<file path="src/rtl/sum5x4_collector.sv">
// Five-operand 4-bit collector: accepts operands over valid/ready, banks them,
// keeps a running sum and hands the full group downstream once five are in.
module sum5x4_collector #(
    parameter int N_OPS = 5,
    parameter int W     = 4,
    parameter int SUM_W = 7
) (
    input  logic               clk,
    input  logic               reset,
    input  logic               flush,
    input  logic [W-1:0]       in_data,
    input  logic               in_valid,
    output logic               in_ready,
    output logic [N_OPS*W-1:0] ops,
    output logic [SUM_W-1:0]   sum,
    output logic [2:0]         count,
    output logic               out_valid,
    input  logic               out_ready
);

    typedef enum logic {COLLECT = 1'b0, DONE = 1'b1} state_t;

    state_t                      state, state_nxt;
    logic [N_OPS-1:0][W-1:0]     bank;
    logic [SUM_W-1:0]            acc;
    logic [2:0]                  cnt;
    logic                        accept;
    logic                        drain;
    logic                        last;

    // flush outranks an accept in the same cycle; reset outranks everything
    assign accept = in_valid && (state == COLLECT) && !flush;
    assign drain  = flush || ((state == DONE) && out_ready);
    assign last   = (cnt == 3'(N_OPS - 1));

    always_ff @(posedge clk) begin
        if (reset) state <= COLLECT;
        else       state <= state_nxt;
    end

    always_comb begin
        state_nxt = state;
        if (flush) begin
            state_nxt = COLLECT;
        end else begin
            case (state)
                COLLECT: if (accept && last) state_nxt = DONE;
                DONE:    if (out_ready)      state_nxt = COLLECT;
                default:                     state_nxt = COLLECT;
            endcase
        end
    end

    always_comb begin
        in_ready  = (state == COLLECT);
        out_valid = (state == DONE);
    end

    always_ff @(posedge clk) begin
        if (reset) begin
            cnt <= '0;
            acc <= '0;
        end else if (drain) begin
            cnt <= '0;
            acc <= '0;
        end else if (accept) begin
            cnt <= cnt + 3'd1;
            acc <= acc + SUM_W'(in_data);
        end
    end

    // Bank entries survive a drain; each is rewritten only by its own next accept.
    for (genvar k = 0; k < N_OPS; k++) begin : g_bank
        always_ff @(posedge clk) begin
            if (reset)
                bank[k] <= '0;
            else if (accept && (cnt == 3'(k)))
                bank[k] <= in_data;
        end
    end

    assign ops   = bank;
    assign sum   = acc;
    assign count = cnt;

endmodule

</file>
<file path="config.mk">
export PLATFORM = sky130hd
export DESIGN_NAME = sum5x4_collector
export DESIGN_NICKNAME = d
export VERILOG_FILES = /design/src/rtl/sum5x4_collector.sv
export SDC_FILE = /design/constraint.sdc
export NUM_CORES = 1
export LEC_CHECK = 0
export ABC_AREA = 1
export CAP_MARGIN = 20
export CORE_MARGIN = 4
export CORE_UTILIZATION = 35
export CTS_BUF_LIST = sky130_fd_sc_hd__clkbuf_8 sky130_fd_sc_hd__clkbuf_16
export CTS_CLUSTER_DIAMETER = 200
export DETAILED_ROUTE_END_ITERATION = 7
export PLACE_DENSITY_LB_ADDON = 0.15
export SETUP_SLACK_MARGIN = 0.2
export SLEW_MARGIN = 0
export SYNTH_ARGS = -nofsm -noshare
export SYNTH_HDL_FRONTEND = slang
export SYNTH_SLANG_ARGS = --single-unit
</file>
<file path="constraint.sdc">
create_clock -name clk -period 2.25 [get_ports clk]
set_clock_uncertainty 0.1 [all_clocks]
set_input_delay 0.5625 -clock clk [delete_from_list [all_inputs] [get_ports clk]]
set_output_delay 0.5625 -clock clk [all_outputs]
set_load 0.02 [all_outputs]
</file>
==> impl_results.md, run 1 <==
* Outcome: finished clean
* Pwr Total at 1.27 mW
* Pre-CTS setup slack at -0.100 ns
* Congestion Overflow GR at 0
* CTS Sinks at 31
* Final #Nets at 258
* Largest net degree at the start of global routing at 21
* CTS Buffer Depth at 2
* Commonest non-fill, non-tap cell in the layout: nor2_1
* CTS tree: yes
* Clock latency on the worst-skew pair at 0.28 ns
* CORE AREA at 4030 µm²
* Max-cap violation count at 0
* Antenna violations before repair at 0
* Crit-path max FO at 4
* Cell leakage power at 0.908 nW
* Crit path time final at 1.98 ns
* Initial Util at 0.365
* DRC at 0
* Clk slew on worst S/H paths at 0.07 ns
* Post-synthesis sequential area ratio at 0.422
* Synth warn at 0
* I/O Pins at 41
* Port Buffers at 40
* Cells after Synth at 188
* Layout Utilization at 0.516
* Synthesis-to-finish area growth at 41.4%
* Synth top area cells: dfxtp_1 42%, nor2_1 13%, ha_1 7.7%
* Share of layout cells above drive strength 1 at 0.133
* GPL Wtd Cong at 0.845
* Dpl hpwl at 2550 µm
* DRT Wirelength at 3420 µm
* Maximum VDD drop at 570 µV
* Via Count at 1310
* Syn avg cell area at 7.82 µm²
* FP Rows at 23
* Crit path kind: reg2out
* Fill cells at 410
* Vias in the first global route at 1214
* Gr usage total at 0.137
* Initial DRC count at 82
* Final instance area at 2080 µm²
* First-pass GRT wire length at 5600 µm
* Worst Tran Pin Value at 0.274 ns
* Top-area cell type share of the netlist area at 0.422
* Endpoint type of the worst setup path: primary output
* Die Span X at 72.8 µm
* Family with the most delay on the worst path: buffers and inverters
* Most frequent cells in the layout: 49 x nor2_1, 38 x clkdlybuf4s50_1, 31 x dfxtp_1
* Mapped Area at 1470 µm²
* CP max-delay cell: clkdlybuf4s50_1
* RSZ-0062 raised after global routing: false
* Achievable Freq at 0.504 GHz
* Worst Path Arrival at 1.32 ns
* Period utilization at 0.882
* Area post-placement at 1960 µm²
* Final setup fails at 0
* PD cells at 611 nW/µm²
* Critical Path Max Stage Delay at 0.63 ns
* Syn Nets at 207
* Die Area at 5300 µm²
* Synth unique cells at 23
* Worst Hold Class: reg2reg
* Root Buffer: clkbuf_8
* Pins over their slew limit at 0
* Vias per cell at 4.52
* Final setup TNS at 0 ns
* Worst Slack Setup Final at 0.266 ns
* Area leader, netlist: dfxtp_1
* Drt wl/cell at 11.8 µm
* Chip height at 72.8 µm
* Slew HR at 0.817
* Htree depth at 2
* Crit path cell chain: clkdlybuf4s50_1
* Inserted Diodes at 0
* FF+latch count, synth at 31
* DRT antenna net count at 0
* Number of iterations in the first detailed-routing pass at 4
* CP Launch Type: flop
* WP data required at 1.59 ns
* CP bufs+invs at 1
* Hold Buf Count CTS at 0
* Final hold violations at 0
* Total CTS buffers at 5
## registers in the layout (all words and copies together) (netlist names)
register   count
count          3
out_valid      1
ops           20
sum            7
## final cells by class
| cell class | instances | area [µm²] | share of cell area |
|---|---|---|---|
| sequential | 31 | 621 | 0.298 |
| clock inverter | 3 | 43.8 | 0.0211 |
| clock buffer | 5 | 68.8 | 0.0331 |
| inverter | 19 | 72.6 | 0.0349 |
| multi-input combinational | 134 | 749 | 0.360 |
| tap | 50 | 62.6 | 0.0301 |
| timing repair buffer | 48 | 462 | 0.222 |
## where the power goes
part	switching (mW)	internal [mW]	total (mW)	leakage [nW]
logic	0.0860	0.0648	0.151	0.599
registers	0.00813	0.561	0.569	0.251
clock network	0.221	0.329	0.550	0.0581
total	0.315	0.955	1.27	0.908
## through the flow
step	instances	hold slack (ns)
global placement	282	0.367
global route	290	0.410
detailed placement	282	0.370
floorplan	188	0.456
finish	290	0.386
CTS	290	0.388
## synth_stat cells (all sizes together)
| cell type | instances |
|---|---|
| inv | 18 |
| nand3 | 9 |
| buf | 2 |
| nand2 | 23 |
| ha | 9 |
| a21oi | 11 |
| fa | 1 |
| nor2 | 52 |
| clkbuf | 2 |
| nor3 | 2 |
| dfxtp | 31 |
| nand3b | 1 |
| nand4 | 1 |
| o21ai | 25 |
| clkinv | 1 |
## repair_timing
| item | in CTS | in global routing |
|---|---|---|
| gates resized for setup | 2 | 2 |
| buffers inserted | 0 | 0 |
| endpoints found under the setup margin | 2 | 2 |
## final timing paths
kind                  startpoint                  end  slack, ns  depth (start not counted)
max          sum[1]$_SDFFE_PP0P_               sum[1]       0.27                          1
min          ops[0]$_SDFFE_PP0P_  ops[0]$_SDFFE_PP0P_       0.39                          2
max reg2reg  sum[0]$_SDFFE_PP0P_  sum[6]$_SDFFE_PP0P_       0.70                          8
min reg2reg  ops[0]$_SDFFE_PP0P_  ops[0]$_SDFFE_PP0P_       0.39                          2
## routing by layer
metal | up-vias | part of all wire | global-route usage
met1 | 562 | 0.52 | 0.184
met2 | 32 | 0.42 | 0.205
met3 | 7 | 0.046 | 0.0358
met4 | 0 | 0.018 | 0.0615
met5 | - | 0 | 0
li1 | 709 | - | -
## kinds of logic (layout without fill, tap and decap cells)
family / after synthesis / in the layout / synth area share
AO/OA/AOI/OAI: 36 / 36 / 0.123
AND/OR/NAND/NOR: 88 / 88 / 0.295
adder cells (fa/ha/maj): 10 / 10 / 0.0902
buffers and inverters: 23 / 75 / 0.0698
flip-flops: 31 / 31 / 0.422
No activity file was read; power rests on OpenSTA's default activity.
==> inputs of run 2 (changes only) <==
--- a/config.mk
+++ b/config.mk
@@ -12,6 +12,7 @@
 export CTS_BUF_LIST = sky130_fd_sc_hd__clkbuf_8 sky130_fd_sc_hd__clkbuf_16
 export CTS_CLUSTER_DIAMETER = 200
 export DETAILED_ROUTE_END_ITERATION = 7
+export GPL_TIMING_DRIVEN = 0
 export PLACE_DENSITY_LB_ADDON = 0.15
 export SETUP_SLACK_MARGIN = 0.2
 export SLEW_MARGIN = 0
==> impl_results.md, run 2 (synthesis gave the netlist of run 1 again) <==
* Outcome: finished clean
* Inserted Diodes at 0 (unchanged)
* I/O Pins at 41 (unchanged)
* Finished Layout Cells at 286 (-1.4%)
* Vias in the first global route at 1213 (-0.082%)
* Worst Slack Setup Final at 0.263 ns (-0.00317 ns)
* Max-cap violation count at 0 (unchanged)
* Endpoint type of the worst setup path: flop
* DRT Wirelength at 3440 µm (+0.56%)
* Synthesis-to-finish area growth at 42.4%
* Share of layout cells above drive strength 1 at 0.110 (-0.0232)
* Achievable Freq at 0.503 GHz (-0.16%)
* Antenna violations before repair at 0 (unchanged)
* Dpl hpwl at 2530 µm (-0.87%)
* Die Area at 5300 µm² (unchanged)
* Crit path kind: in2reg
* Worst path most repeated cell: nor2_1
* Crit-path max FO at 6 (+2)
* Initial DRC count at 49 (-40%)
* Congestion Overflow GR at 0 (unchanged)
* Drt wl/cell at 12.0 µm (+2.0%)
* Layout Utilization at 0.520 (+0.00342)
* Placed cells at 278 (-1.4%)
* Final setup fails at 0 (unchanged)
* FP Rows at 23 (unchanged)
* DRC at 0 (unchanged)
* Chip height at 72.8 µm (unchanged)
* Hold_ws at 0.380 ns (-0.00579 ns)
* Pwr Total at 1.37 mW (+7.6%)
* CP max-delay cell: fa_1
* Most frequent cells in the layout: 49 x nor2_1, 36 x clkdlybuf4s50_1, 31 x dfxtp_1
* RSZ-0062 raised after global routing: false
* Pre-CTS setup slack at -0.275 ns (-0.175 ns)
* Critical Path Max Stage Delay at 0.40 ns (-0.23 ns)
* Hold Buf Count CTS at 0 (unchanged)
* Worst Path Arrival at 2.06 ns (+0.74 ns)
* Final hold violations at 0 (unchanged)
* Vias per cell at 4.58 (+1.3%)
* Via Count at 1309 (-0.076%)
* Commonest non-fill, non-tap cell in the layout: nor2_1
* Pins over their slew limit at 0 (unchanged)
* Period utilization at 0.883 (+0.00141)
* DRT antenna net count at 0 (unchanged)
* Worst Tran Pin Value at 0.377 ns (+0.103 ns)
* Htree depth at 2 (unchanged)
* Slew HR at 0.748 (-0.0684)
* GPL Wtd Cong at 0.748 (-11%)
* Crit path cell chain: dlygate4sd2_1, ha_1, fa_1, nand2_1, nand2_1, a21oi_1, nor2_1, nor2_1, nor2_1
* CTS tree: yes
* Cell leakage power at 0.921 nW (+1.4%)
* Crit path time final at 1.99 ns (+0.00317 ns)
* Maximum VDD drop at 388 µV (-32%)
* Die Span X at 72.8 µm (unchanged)
* Largest net degree at the start of global routing at 11 (-48%)
* WP data required at 2.32 ns (+0.73 ns)
* Number of iterations in the first detailed-routing pass at 4 (unchanged)
* PD cells at 653 nW/µm² (+6.9%)
* Initial Util at 0.365 (unchanged)
* First-pass GRT wire length at 5690 µm (+1.5%)
* Root Buffer: clkbuf_8
* Port Buffers at 40 (unchanged)
* Gr usage total at 0.140 (+0.00269)
* CP Launch Type: primary input
* Total CTS buffers at 5 (unchanged)
* Final #Nets at 254 (-1.6%)
* CTS Sinks at 31 (unchanged)
* Max FFs per register at 20 (unchanged)
* CTS Buffer Depth at 2 (unchanged)
* Fill cells at 402 (-2.0%)
* Clock latency on the worst-skew pair at 0.28 ns (about the same)
* Clk slew on worst S/H paths at 0.07 ns (about the same)
* Worst Hold Class: reg2reg
* CORE AREA at 4030 µm² (unchanged)
-- run 2: final timing paths --
kind | start | end | slack, ns | cells after the start
max | in_data[0] | sum[6]$_SDFFE_PP0P_ | 0.26 | 9
min | ops[1]$_SDFFE_PP0P_ | ops[1]$_SDFFE_PP0P_ | 0.38 | 2
max reg2reg | sum[0]$_SDFFE_PP0P_ | sum[6]$_SDFFE_PP0P_ | 0.61 | 8
min reg2reg | ops[1]$_SDFFE_PP0P_ | ops[1]$_SDFFE_PP0P_ | 0.38 | 2
-- run 2: where the power goes --
| group | switching, mW | total, mW | internal (mW) |
|---|---|---|---|
| clock network | 0.210 | 0.648 | 0.438 |
| registers | 0.00838 | 0.569 | 0.561 |
| logic | 0.0859 | 0.149 | 0.0629 |
| total | 0.304 | 1.37 | 1.06 |
-- run 2: per-stage QoR --
step | TNS [ns] | cell area [µm²]
detailed placement | -0.678 | 1930
global placement | -0.622 | 1930
global route | 0 | 2090
floorplan | 0 | 1470
CTS | 0 | 2060
finish | 0 | 2090
-- run 2: layout make-up --
type,count,area [µm²],area share
Tap cell,50,62.6,0.0299
Clock buffer,5,68.8,0.0329
Sequential cell,31,621,0.296
Buffer,4,30.0,0.0143
Clock inverter,3,63.8,0.0305
Inverter,19,72.6,0.0347
Timing Repair Buffer,40,403,0.192
Multi-Input combinational cell,134,772,0.369
-- run 2: routing by layer --
metal,track usage,share of wire
met5,0,0
met4,0.0430,0.013
met3,0.0427,0.065
met2,0.221,0.45
met1,0.182,0.47
-- run 2: critical path: cells and delay by family --
family / cells / cell delay (ns)
adders and majority gates: 2 / 0.69
and+or+nand+nor: 5 / 0.34
buffers and inverters: 1 / 0.33
AOI/OAI and AO/OA: 1 / 0.14
-- run 2: repair_timing --
item,CTS,global route
endpoints found under the hold margin,0,0
setup endpoints to repair,3,6
gates resized for setup,3,4
buffers inserted,0,0
